--- src/rtl/spi_adc_responder.sv ---
// SPI responder emulating an 8-channel 12-bit MCP3208-style ADC.
// Each frame returns the sample of the channel addressed by the previous complete frame.
module spi_adc_responder #(
  parameter int SYNC_STAGES = 2
) (
  input  logic        clk,
  input  logic        rst,
  input  logic        spi_sck,
  input  logic        spi_cs_n,
  input  logic        spi_mosi,
  output logic        spi_miso,
  output logic        spi_miso_oe,
  input  logic [95:0] ch_data,
  output logic        frame_done,
  output logic        frame_err,
  output logic [2:0]  last_addr
);

  localparam logic [1:0] ST_IDLE   = 2'd0;
  localparam logic [1:0] ST_ACTIVE = 2'd1;
  localparam logic [1:0] ST_END    = 2'd2;

  logic [SYNC_STAGES-1:0] sck_sync;
  logic [SYNC_STAGES-1:0] cs_sync;
  logic [SYNC_STAGES-1:0] mosi_sync;
  logic                   sck_q;
  logic                   cs_q;

  logic sck_s;
  logic cs_s;
  logic mosi_s;
  logic sck_rise;
  logic sck_fall;
  logic cs_fall;
  logic cs_rise;

  logic [1:0]  state;
  logic [15:0] resp;
  logic [4:0]  rise_cnt;
  logic [2:0]  addr_sr;
  logic [2:0]  pend_addr;
  logic [11:0] ch_arr [8];
  logic [15:0] resp_snap;

  // Synchronizers reset to the idle bus levels so no edge is seen on reset release.
  always_ff @(posedge clk) begin
    if (!rst) begin
      sck_sync  <= '0;
      cs_sync   <= '1;
      mosi_sync <= '0;
      sck_q     <= 1'b0;
      cs_q      <= 1'b1;
    end else begin
      sck_sync  <= {sck_sync[SYNC_STAGES-2:0], spi_sck};
      cs_sync   <= {cs_sync[SYNC_STAGES-2:0], spi_cs_n};
      mosi_sync <= {mosi_sync[SYNC_STAGES-2:0], spi_mosi};
      sck_q     <= sck_sync[SYNC_STAGES-1];
      cs_q      <= cs_sync[SYNC_STAGES-1];
    end
  end

  always_comb begin
    sck_s    = sck_sync[SYNC_STAGES-1];
    cs_s     = cs_sync[SYNC_STAGES-1];
    mosi_s   = mosi_sync[SYNC_STAGES-1];
    sck_rise = sck_s & ~sck_q & ~cs_s;
    sck_fall = ~sck_s & sck_q & ~cs_s;
    cs_fall  = ~cs_s & cs_q;
    cs_rise  = cs_s & ~cs_q;
  end

  always_comb begin
    for (int unsigned n = 0; n < 8; n++) begin
      ch_arr[n] = ch_data[12*n +: 12];
    end
    resp_snap = {4'b0000, ch_arr[pend_addr]};
  end

  always_comb begin
    spi_miso_oe = (state == ST_ACTIVE);
  end

  // Only rises 3..5 carry the channel address, so only those bits are retained.
  always_ff @(posedge clk) begin
    if (!rst) begin
      state      <= ST_IDLE;
      resp       <= '0;
      rise_cnt   <= '0;
      addr_sr    <= '0;
      pend_addr  <= '0;
      last_addr  <= '0;
      spi_miso   <= 1'b0;
      frame_done <= 1'b0;
      frame_err  <= 1'b0;
    end else begin
      frame_done <= 1'b0;
      frame_err  <= 1'b0;
      case (state)
        ST_IDLE: begin
          spi_miso <= 1'b0;
          if (cs_fall) begin
            resp     <= resp_snap;
            rise_cnt <= '0;
            spi_miso <= resp_snap[15];
            state    <= ST_ACTIVE;
          end
        end
        ST_ACTIVE: begin
          if (cs_rise) begin
            state <= ST_END;
          end else begin
            if (sck_rise) begin
              if (rise_cnt >= 5'd2 && rise_cnt <= 5'd4) begin
                addr_sr <= {addr_sr[1:0], mosi_s};
              end
              if (rise_cnt != 5'd31) begin
                rise_cnt <= rise_cnt + 5'd1;
              end
            end
            if (sck_fall) begin
              if (!rise_cnt[4]) begin
                spi_miso <= resp[4'd15 - rise_cnt[3:0]];
              end else begin
                spi_miso <= 1'b0;
              end
            end
          end
        end
        ST_END: begin
          spi_miso <= 1'b0;
          if (rise_cnt >= 5'd16) begin
            pend_addr  <= addr_sr;
            last_addr  <= addr_sr;
            frame_done <= 1'b1;
          end else begin
            frame_err <= 1'b1;
          end
          state <= ST_IDLE;
        end
        default: begin
          spi_miso <= 1'b0;
          state    <= ST_IDLE;
        end
      endcase
    end
  end

endmodule

--- config.mk ---
export PLATFORM = sky130hd
export DESIGN_NAME = spi_adc_responder
export DESIGN_NICKNAME = d
export VERILOG_FILES = /design/src/rtl/spi_adc_responder.sv
export SDC_FILE = /design/constraint.sdc
export NUM_CORES = 1
export LEC_CHECK = 0
export ABC_CLOCK_PERIOD_IN_PS = 4200
export CAP_MARGIN = 15
export CELL_PAD_IN_SITES_DETAIL_PLACEMENT = 1
export CELL_PAD_IN_SITES_GLOBAL_PLACEMENT = 1
export CORE_MARGIN = 4
export CORE_UTILIZATION = 32
export DETAILED_ROUTE_END_ITERATION = 10
export PLACE_DENSITY = 0.88
export SLEW_MARGIN = 15
export SYNTH_ARGS = -nofsm -noshare
export SYNTH_HDL_FRONTEND = slang
export SYNTH_SLANG_ARGS = --single-unit
--- constraint.sdc ---
create_clock -name clk -period 4.2 [get_ports clk]
set_input_delay 1.05 -clock clk [delete_from_list [all_inputs] [get_ports clk]]
set_output_delay 1.05 -clock clk [all_outputs]
set_load 0.005 [all_outputs]
==> reports/summary.md, run 1 <==
## Global route
- 0 — number of antenna violations at the first check in global routing
- 2,321 — via count of the first global-routing pass
- 35 — maximum number of pins on one net before global-route repair
- 11,600 microns — wire length of the first global-routing pass
- 0 — total congestion overflow after global routing
- 17.7% — Total Routing Usage GR

## Worst setup path
- reg2out — type of the setup path with the least slack
- output pin — category of the worst setup path capture point
- clkdlybuf4s50_1 — list of cells traversed by the critical path
- 0.82 ns — CP max stage delay
- 1.75 ns — data arrival time of the critical path
- 3.15 ns — required arrival time at the worst endpoint
- rise_cnt[1]$_SDFFE_PN0P_ — endpoint of the worst-slack reg-to-reg timing path
- pend_addr[2]$_SDFFE_PN0P_ — worst setup path start
- 1 — buffers and inverters on the worst path
- 2.32 ns — setup slack on the worst flop-to-flop path
- rise_cnt[1]$_SDFFE_PN0P_ — startpoint of the worst-slack reg-to-reg timing path
- flop — kind of launch point of the worst setup path
- 14 — largest fanout on the critical path
- 6 — depth of the worst register-to-register path
- last_addr[2] — termination of the worst setup path
- flip-flops — family of cells with the greatest summed delay on the critical path
- sky130_fd_sc_hd__dfxtp_1 — slowest stage cell, crit path
- 1 — count of cell instances traversed by the critical path

## STA
- 1.40 ns — setup ws final
- 357 MHz — fmax
- 0.960 ns — slew at the pin closest to its max-slew limit
- 0 — number of max-slew violations in the final report
- 66.7% — ratio of final minimum period to clock period
- 0 ns — post-route setup TNS
- 0.00405 ns — worst clock skew on the final layout
- false — unrepaired setup endpoints after global routing
- 2.80 ns — Final Critical Period
- 0 — number of setup violations in the final report
- 0.416 ns — worst hold-check slack
- 35.8% — Slew headroom
- 0 — number of hold violations in the final report

## Job
- 0 — Max-Cap Viols

## Floorplan
- 33.3% — starting density of the core
- 90.0 microns — vertical extent of the die
- 0.00646 sq mm — Core Box Area
- 108 — Top-Level Pins
- 0.00811 sq mm — Total Die Area
- 90.0 microns — Horiz. Die Dim
- 29 — placement row count

## Routing
- 7080 microns — final wirelength
- 0 — Antenna Violating Nets Remaining
- 0 — DRC Markers
- 5.37 — detailed-route vias per instance
- 19.2 microns — WL per Instance
- 64 — DR iter-0 viols
- 1,980 — via count of the routed design
- 4 — number of search-and-repair iterations in the first detailed-routing pass

## Final layout
- 12.3% — fraction of layout instances using a drive strength above 1
- 395 — Nets
- sky130_fd_sc_hd__clkdlybuf4s50_1 — most frequent standard cell in the layout excluding fill and tap cells
- 0.00333 sq mm — total non-filler cell area in the finished layout
- 0 — count of inserted antenna diode cells
- 688 — fill cell count
- sky130_fd_sc_hd__clkdlybuf4s50_1, sky130_fd_sc_hd__dfxtp_1, sky130_fd_sc_hd__mux4_2 — most frequent cells in the layout
- 54.7% — Layout area overhead

## Clock network
- 2 — maximum clock path buffer count
- 0 — cts hold-fix bufs
- 0 — post-cts resize count
- 36 — Sink Count
- 0.28 ns — worst skew pair latency
- 2 — Max H-tree Level
- 5 — number of buffers added by the clock tree synthesis step
- 0 — buffers inserted during post-CTS setup optimization
- 0.07 ns — Clk pin slew, worst setup/hold paths
- sky130_fd_sc_hd__clkbuf_8 — root cell of the clock tree
- done — CTS tree

## Synth
- 0% — async set-reset flop share out of synthesis
- sky130_fd_sc_hd__dfxtp_1 — ys flop type
- 0 — number of enable flip-flop cells after synthesis
- 0.00215 sq mm — mapped cell area
- 40 — distinct cell type count after synthesis
- 194 — synthesized instance count
- 11.1 sq um — Mean Syn Cell Area
- 297 — net count of the mapped netlist
- 0 — Yosys warnings
- 36 — #FFs+latches synth
- 33.5% — proportion of synthesized chip area in sequential cells

## Pwr
- 0.107 mV — Peak supply drop
- 219 mW/mm^2 — ratio of total power to cell area
- 0.000572 W — Power Internal
- 1.12 nW — total leakage power
- 0.000157 W — sw power
- 49.1% — Seq pwr share
- 19.5% — part of the total power dissipated in combinational logic
- 31.5% — Clk network pwr share
- 0.000729 W — overall power of the completed layout
- 21.6% — proportion of total power due to net switching

## Placement
- 107 — number of I/O port buffers
- 5820 microns — half-perimeter wire length of the detailed placement result
- 1.50 ns — worst setup timing slack at the placement stage
- 0.788 — RD Place Congestion
- 0.00325 sq mm — total placed instance area

## Run status
- finished clean — outcome

## Min path
- reg2reg — min-delay worst type

## layout make-up
cell class                      instances  area, sq um  share of cell area (%)
Sequential cell                        36          722                    21.7
Tap cell                               77         96.3                    2.89
Timing Repair Buffer                  109         1090                    32.6
Clock buffer                            6         72.6                    2.18
Inverter                                2         7.51                   0.225
Clock inverter                          1         5.00                   0.150
Multi-Input combinational cell        138         1340                    40.3
## how the worst min path moves through the flow
stage                           from  cells after the start                     to
2_1_floorplan  cs_sync[0]$_SDFF_PN1_                      1  cs_sync[1]$_SDFF_PN1_
3_3_place_gp   cs_sync[0]$_SDFF_PN1_                      1  cs_sync[1]$_SDFF_PN1_
3_5_place_dp   cs_sync[0]$_SDFF_PN1_                      1  cs_sync[1]$_SDFF_PN1_
4_1_cts        cs_sync[0]$_SDFF_PN1_                      1  cs_sync[1]$_SDFF_PN1_
5_1_grt        cs_sync[0]$_SDFF_PN1_                      1  cs_sync[1]$_SDFF_PN1_
6_report       cs_sync[0]$_SDFF_PN1_                      1  cs_sync[1]$_SDFF_PN1_
## metrics by stage
stage	std cells	utilization, %
6_report	369	51.6
3_5_place_dp	362	50.3
2_1_floorplan	194	-
5_1_grt	369	51.6
4_1_cts	369	51.5
3_3_place_gp	362	50.3
## registers in the layout (all words and copies together) (netlist names)
name / flops
sck_sync: 2
spi_miso: 1
rise_cnt: 5
cs_q: 1
frame_done: 1
resp: 12
addr_sr: 3
mosi_sync: 2
sck_q: 1
cs_sync: 2
state: 2
pend_addr: 3
frame_err: 1
## layer usage
metal	GRT usage, %	vias up	routed length (microns)
met5	0	-	0
met1	17.3	953	2540
met3	5.76	13	586
met2	34.7	83	3830
met4	5.23	0	127
li1	-	931	-
## synthesized netlist by cell type, drive strengths merged, types with 2 or more instances
library cell / n / area (sq um)
clkbuf: 8 / 30.0
and3: 2 / 12.5
dfxtp: 36 / 721
nor4: 2 / 12.5
or3b: 2 / 17.5
mux2i: 18 / 180
nand3: 6 / 30.0
nand2b: 5 / 31.3
a21oi: 14 / 70.1
nand2: 8 / 30.0
buf: 10 / 63.8
and2: 5 / 31.3
xnor2: 2 / 17.5
inv: 2 / 7.51
a21boi: 5 / 37.5
nor3b: 2 / 15.0
nor2: 5 / 18.8
o21ai: 13 / 65.1
nand3b: 2 / 15.0
nor2b: 6 / 37.5
mux4: 25 / 567
ha: 2 / 25.0
## logic make-up (layout without fill, tap and decap cells)
family                   after synthesis  in the layout  synth area share (%)
AND/OR/NAND/NOR                       51             51                  13.9
multiplexers                          44             44                  35.2
AO/OA/AOI/OAI                         39             39                  10.8
flip-flops                            36             36                  33.5
buffers and inverters                 20            118                  4.71
adder cells (fa/ha/maj)                2              2                  1.16
XOR/XNOR                               2              2                 0.814
## power groups by stage
| stage | Combinational (W) | Sequential [W] | Clock (W) |
|---|---|---|---|
| 6_report | 0.000142 | 0.000358 | 0.000230 |
| 4_1_cts | 0.000143 | 0.000358 | 0.000233 |
| 3_5_place_dp | 0.000142 | 0.000365 | 0 |
| 5_1_grt | 0.000152 | 0.000359 | 0.000248 |
| 2_1_floorplan | 0.0000402 | 0.000362 | 0 |
| 3_3_place_gp | 0.000136 | 0.000364 | 0 |
Power figures use the tool's default switching activity.
==> inputs of run 2 (changes only) <==
ABC_CLOCK_PERIOD_IN_PS = 2460   (was 4200)
CORE_UTILIZATION = 27   (was 32)
PLACE_DENSITY = 0.79   (was 0.88)
clock period = 2.46 ns   (was 4.2 ns; I/O delays follow)
==> run 2 against run 1 <==
Net effect: sequential share of layout area shrank 0.50 points; critical endpoint is now spi_miso_oe; highest routed layer unchanged; clock-buffer cell count up 1; power increased by 77%; critical path type unchanged; critical path depth increased by 1; first-iteration DRC count grew 3.1%; flip-flop and latch count is the same; via count is 2.2% lower; routed wire length is 10% lower.
==> reports/summary.md, run 2 (synthesis results as in run 1) <==
## Run status
- finished clean — outcome

## Worst setup path
- output pin — category of the worst setup path capture point
- 0.55 ns — CP max stage delay, -0.27 ns
- reg2out — type of the setup path with the least slack
- 1.85 ns — required arrival time at the worst endpoint, -1.30 ns
- sky130_fd_sc_hd__clkdlybuf4s50_1 — slowest stage cell, crit path
- 1.51 ns — data arrival time of the critical path, -0.24 ns
- flop — kind of launch point of the worst setup path
- 6 — largest fanout on the critical path, -8
- nor2b_1 > clkdlybuf4s50_1 — list of cells traversed by the critical path

## Clock network
- 0 — buffers inserted during post-CTS setup optimization, unchanged
- 36 — Sink Count, unchanged
- 5 — number of buffers added by the clock tree synthesis step, unchanged
- 0.28 ns — worst skew pair latency, about the same
- 0 — cts hold-fix bufs, unchanged
- sky130_fd_sc_hd__clkbuf_8 — root cell of the clock tree
- 0.06 ns — Clk pin slew, worst setup/hold paths, about the same
- done — CTS tree
- 0 — post-cts resize count, unchanged
- 2 — maximum clock path buffer count, unchanged
- 2 — Max H-tree Level, unchanged

## Placement
- 5300 microns — half-perimeter wire length of the detailed placement result, -8.9%
- 390 — Inst Count DP, +7.7%
- 0.784 — RD Place Congestion, -0.56%
- 0.00331 sq mm — total placed instance area, +2.0%
- 107 — number of I/O port buffers, unchanged

## Pwr
- 18.5% — part of the total power dissipated in combinational logic, -1.0 points
- 34.2% — Clk network pwr share, +2.7 points
- 1.15 nW — total leakage power, +2.6%
- 378 mW/mm^2 — ratio of total power to cell area, +73%
- 0.000256 W — sw power, +63%
- 19.9% — proportion of total power due to net switching, -1.7 points
- 47.2% — Seq pwr share, -1.9 points
- 0.00103 W — Power Internal, +81%
- 0.00129 W — overall power of the completed layout, +77%
- 0.177 mV — Peak supply drop, +65%

## Final layout
- 12 — number of flip-flops in the largest register, unchanged
- 13.6% — fraction of layout instances using a drive strength above 1, +1.2 points
- 398 — Nets, +0.76%
- 840 — fill cell count, +22%
- sky130_fd_sc_hd__clkdlybuf4s50_1 — most frequent standard cell in the layout excluding fill and tap cells
- resp (12), rise_cnt (5) — registers with the most flip-flops
- 0.00341 sq mm — total non-filler cell area in the finished layout, +2.4%
- 58.4% — Layout area overhead
- sky130_fd_sc_hd__clkdlybuf4s50_1, sky130_fd_sc_hd__dfxtp_1, sky130_fd_sc_hd__mux4_2 — most frequent cells in the layout
- 397 — Post-Layout Cell Count, +7.6%
- 0 — count of inserted antenna diode cells, unchanged
- resp — largest register by flop count
- 44.1% — final standard cell utilization of the core, -7.4 points

## Routing
- 0 — Antenna Violating Nets Remaining, unchanged
- 4 — number of search-and-repair iterations in the first detailed-routing pass, unchanged
- 66 — DR iter-0 viols, +3.1%
- 16.0 microns — WL per Instance, -17%
- 4.88 — detailed-route vias per instance, -9.1%
- 6340 microns — final wirelength, -10%
- 1,937 — via count of the routed design, -2.2%
- 0 — DRC Markers, unchanged

## Global route
- 35 — maximum number of pins on one net before global-route repair, unchanged
- 13.4% — Total Routing Usage GR, -4.2 points
- 2,175 — via count of the first global-routing pass, -6.3%
- 0 — number of antenna violations at the first check in global routing, unchanged
- 0 — total congestion overflow after global routing, unchanged
- 10,300 microns — wire length of the first global-routing pass, -11%

## Min path
- reg2reg — min-delay worst type

## STA
- 86.5% — ratio of final minimum period to clock period
- 0 ns — post-route setup TNS, unchanged
- false — unrepaired setup endpoints after global routing
- 0.460 ns — slew at the pin closest to its max-slew limit, -0.500 ns
- 0 — number of hold violations in the final report, unchanged
- 0 — number of max-slew violations in the final report, unchanged
- 470 MHz — fmax
- 0 — number of setup violations in the final report, unchanged
- 69.3% — Slew headroom, +34 points
- 2.13 ns — Final Critical Period
- 0.00304 ns — worst clock skew on the final layout, -0.00101 ns

## Floorplan
- 97.3 microns — vertical extent of the die, +8.1%
- 97.3 microns — Horiz. Die Dim, +8.1%
- 32 — placement row count, +10%
- 27.9% — starting density of the core, -5.5 points
- 0.00947 sq mm — Total Die Area, +17%
- 108 — Top-Level Pins, unchanged
- 0.00773 sq mm — Core Box Area, +20%

## Job
- 0 — Max-Cap Viols, unchanged

run 2: changes by cell type in the layout (fill, tap and decap cells not counted), sizes merged:
cell,delta
buf,+3
clkbuf,+1
clkinv,-1
run 2: through the flow:
| step | worst slack (ns) | hold slack, ns |
|---|---|---|
| floorplan | 0.784 | 0.386 |
| global placement | 0.528 | 0.394 |
| detailed placement | 0.528 | 0.399 |
| CTS | 0.314 | 0.416 |
| global route | 0.239 | 0.451 |
| finish | 0.331 | 0.412 |
run 2: final timing paths:
check                                start                  endpoint  slack (ns)  cells past startpoint
hold / removal       cs_sync[0]$_SDFF_PN1_     cs_sync[1]$_SDFF_PN1_        0.41                      1
setup reg to reg  rise_cnt[1]$_SDFFE_PN0P_  rise_cnt[2]$_SDFFE_PN0P_        0.60                      6
setup / recovery     state[0]$_SDFFE_PN0P_               spi_miso_oe        0.33                      2
hold reg to reg      cs_sync[0]$_SDFF_PN1_     cs_sync[1]$_SDFF_PN1_        0.41                      1
run 2: metal layers:
metal,part of all wire (%),up-vias,GRT usage (%)
li1,-,940,-
met1,38,910,14.2
met2,50,80,24.3
met3,10,7,5.60
met4,1.2,0,3.83
met5,0,-,0
run 2: power by group through the flow:
stage	Combinational, W	Clock, W	Sequential, W
6_report	0.000239	0.000442	0.000609
4_1_cts	0.000243	0.000461	0.000609
3_5_place_dp	0.000242	0	0.000622
5_1_grt	0.000257	0.000482	0.000611
2_1_floorplan	0.0000687	0	0.000618
3_3_place_gp	0.000235	0	0.000622
run 2: final cells by class:
class	instances	area, sq um	share of cell area, %
Multi-Input combinational cell	138	1340	39.2
Clock buffer	7	96.3	2.82
Timing Repair Buffer	112	1120	32.9
Sequential cell	36	722	21.2
Inverter	2	7.51	0.220
Tap cell	102	128	3.74
run 2: critical path: cells and delay by family, from the launching register on:
kind	cells	cell delay [ns]
buf+inv	1	0.55
flops	1	0.44
simple gates	1	0.25
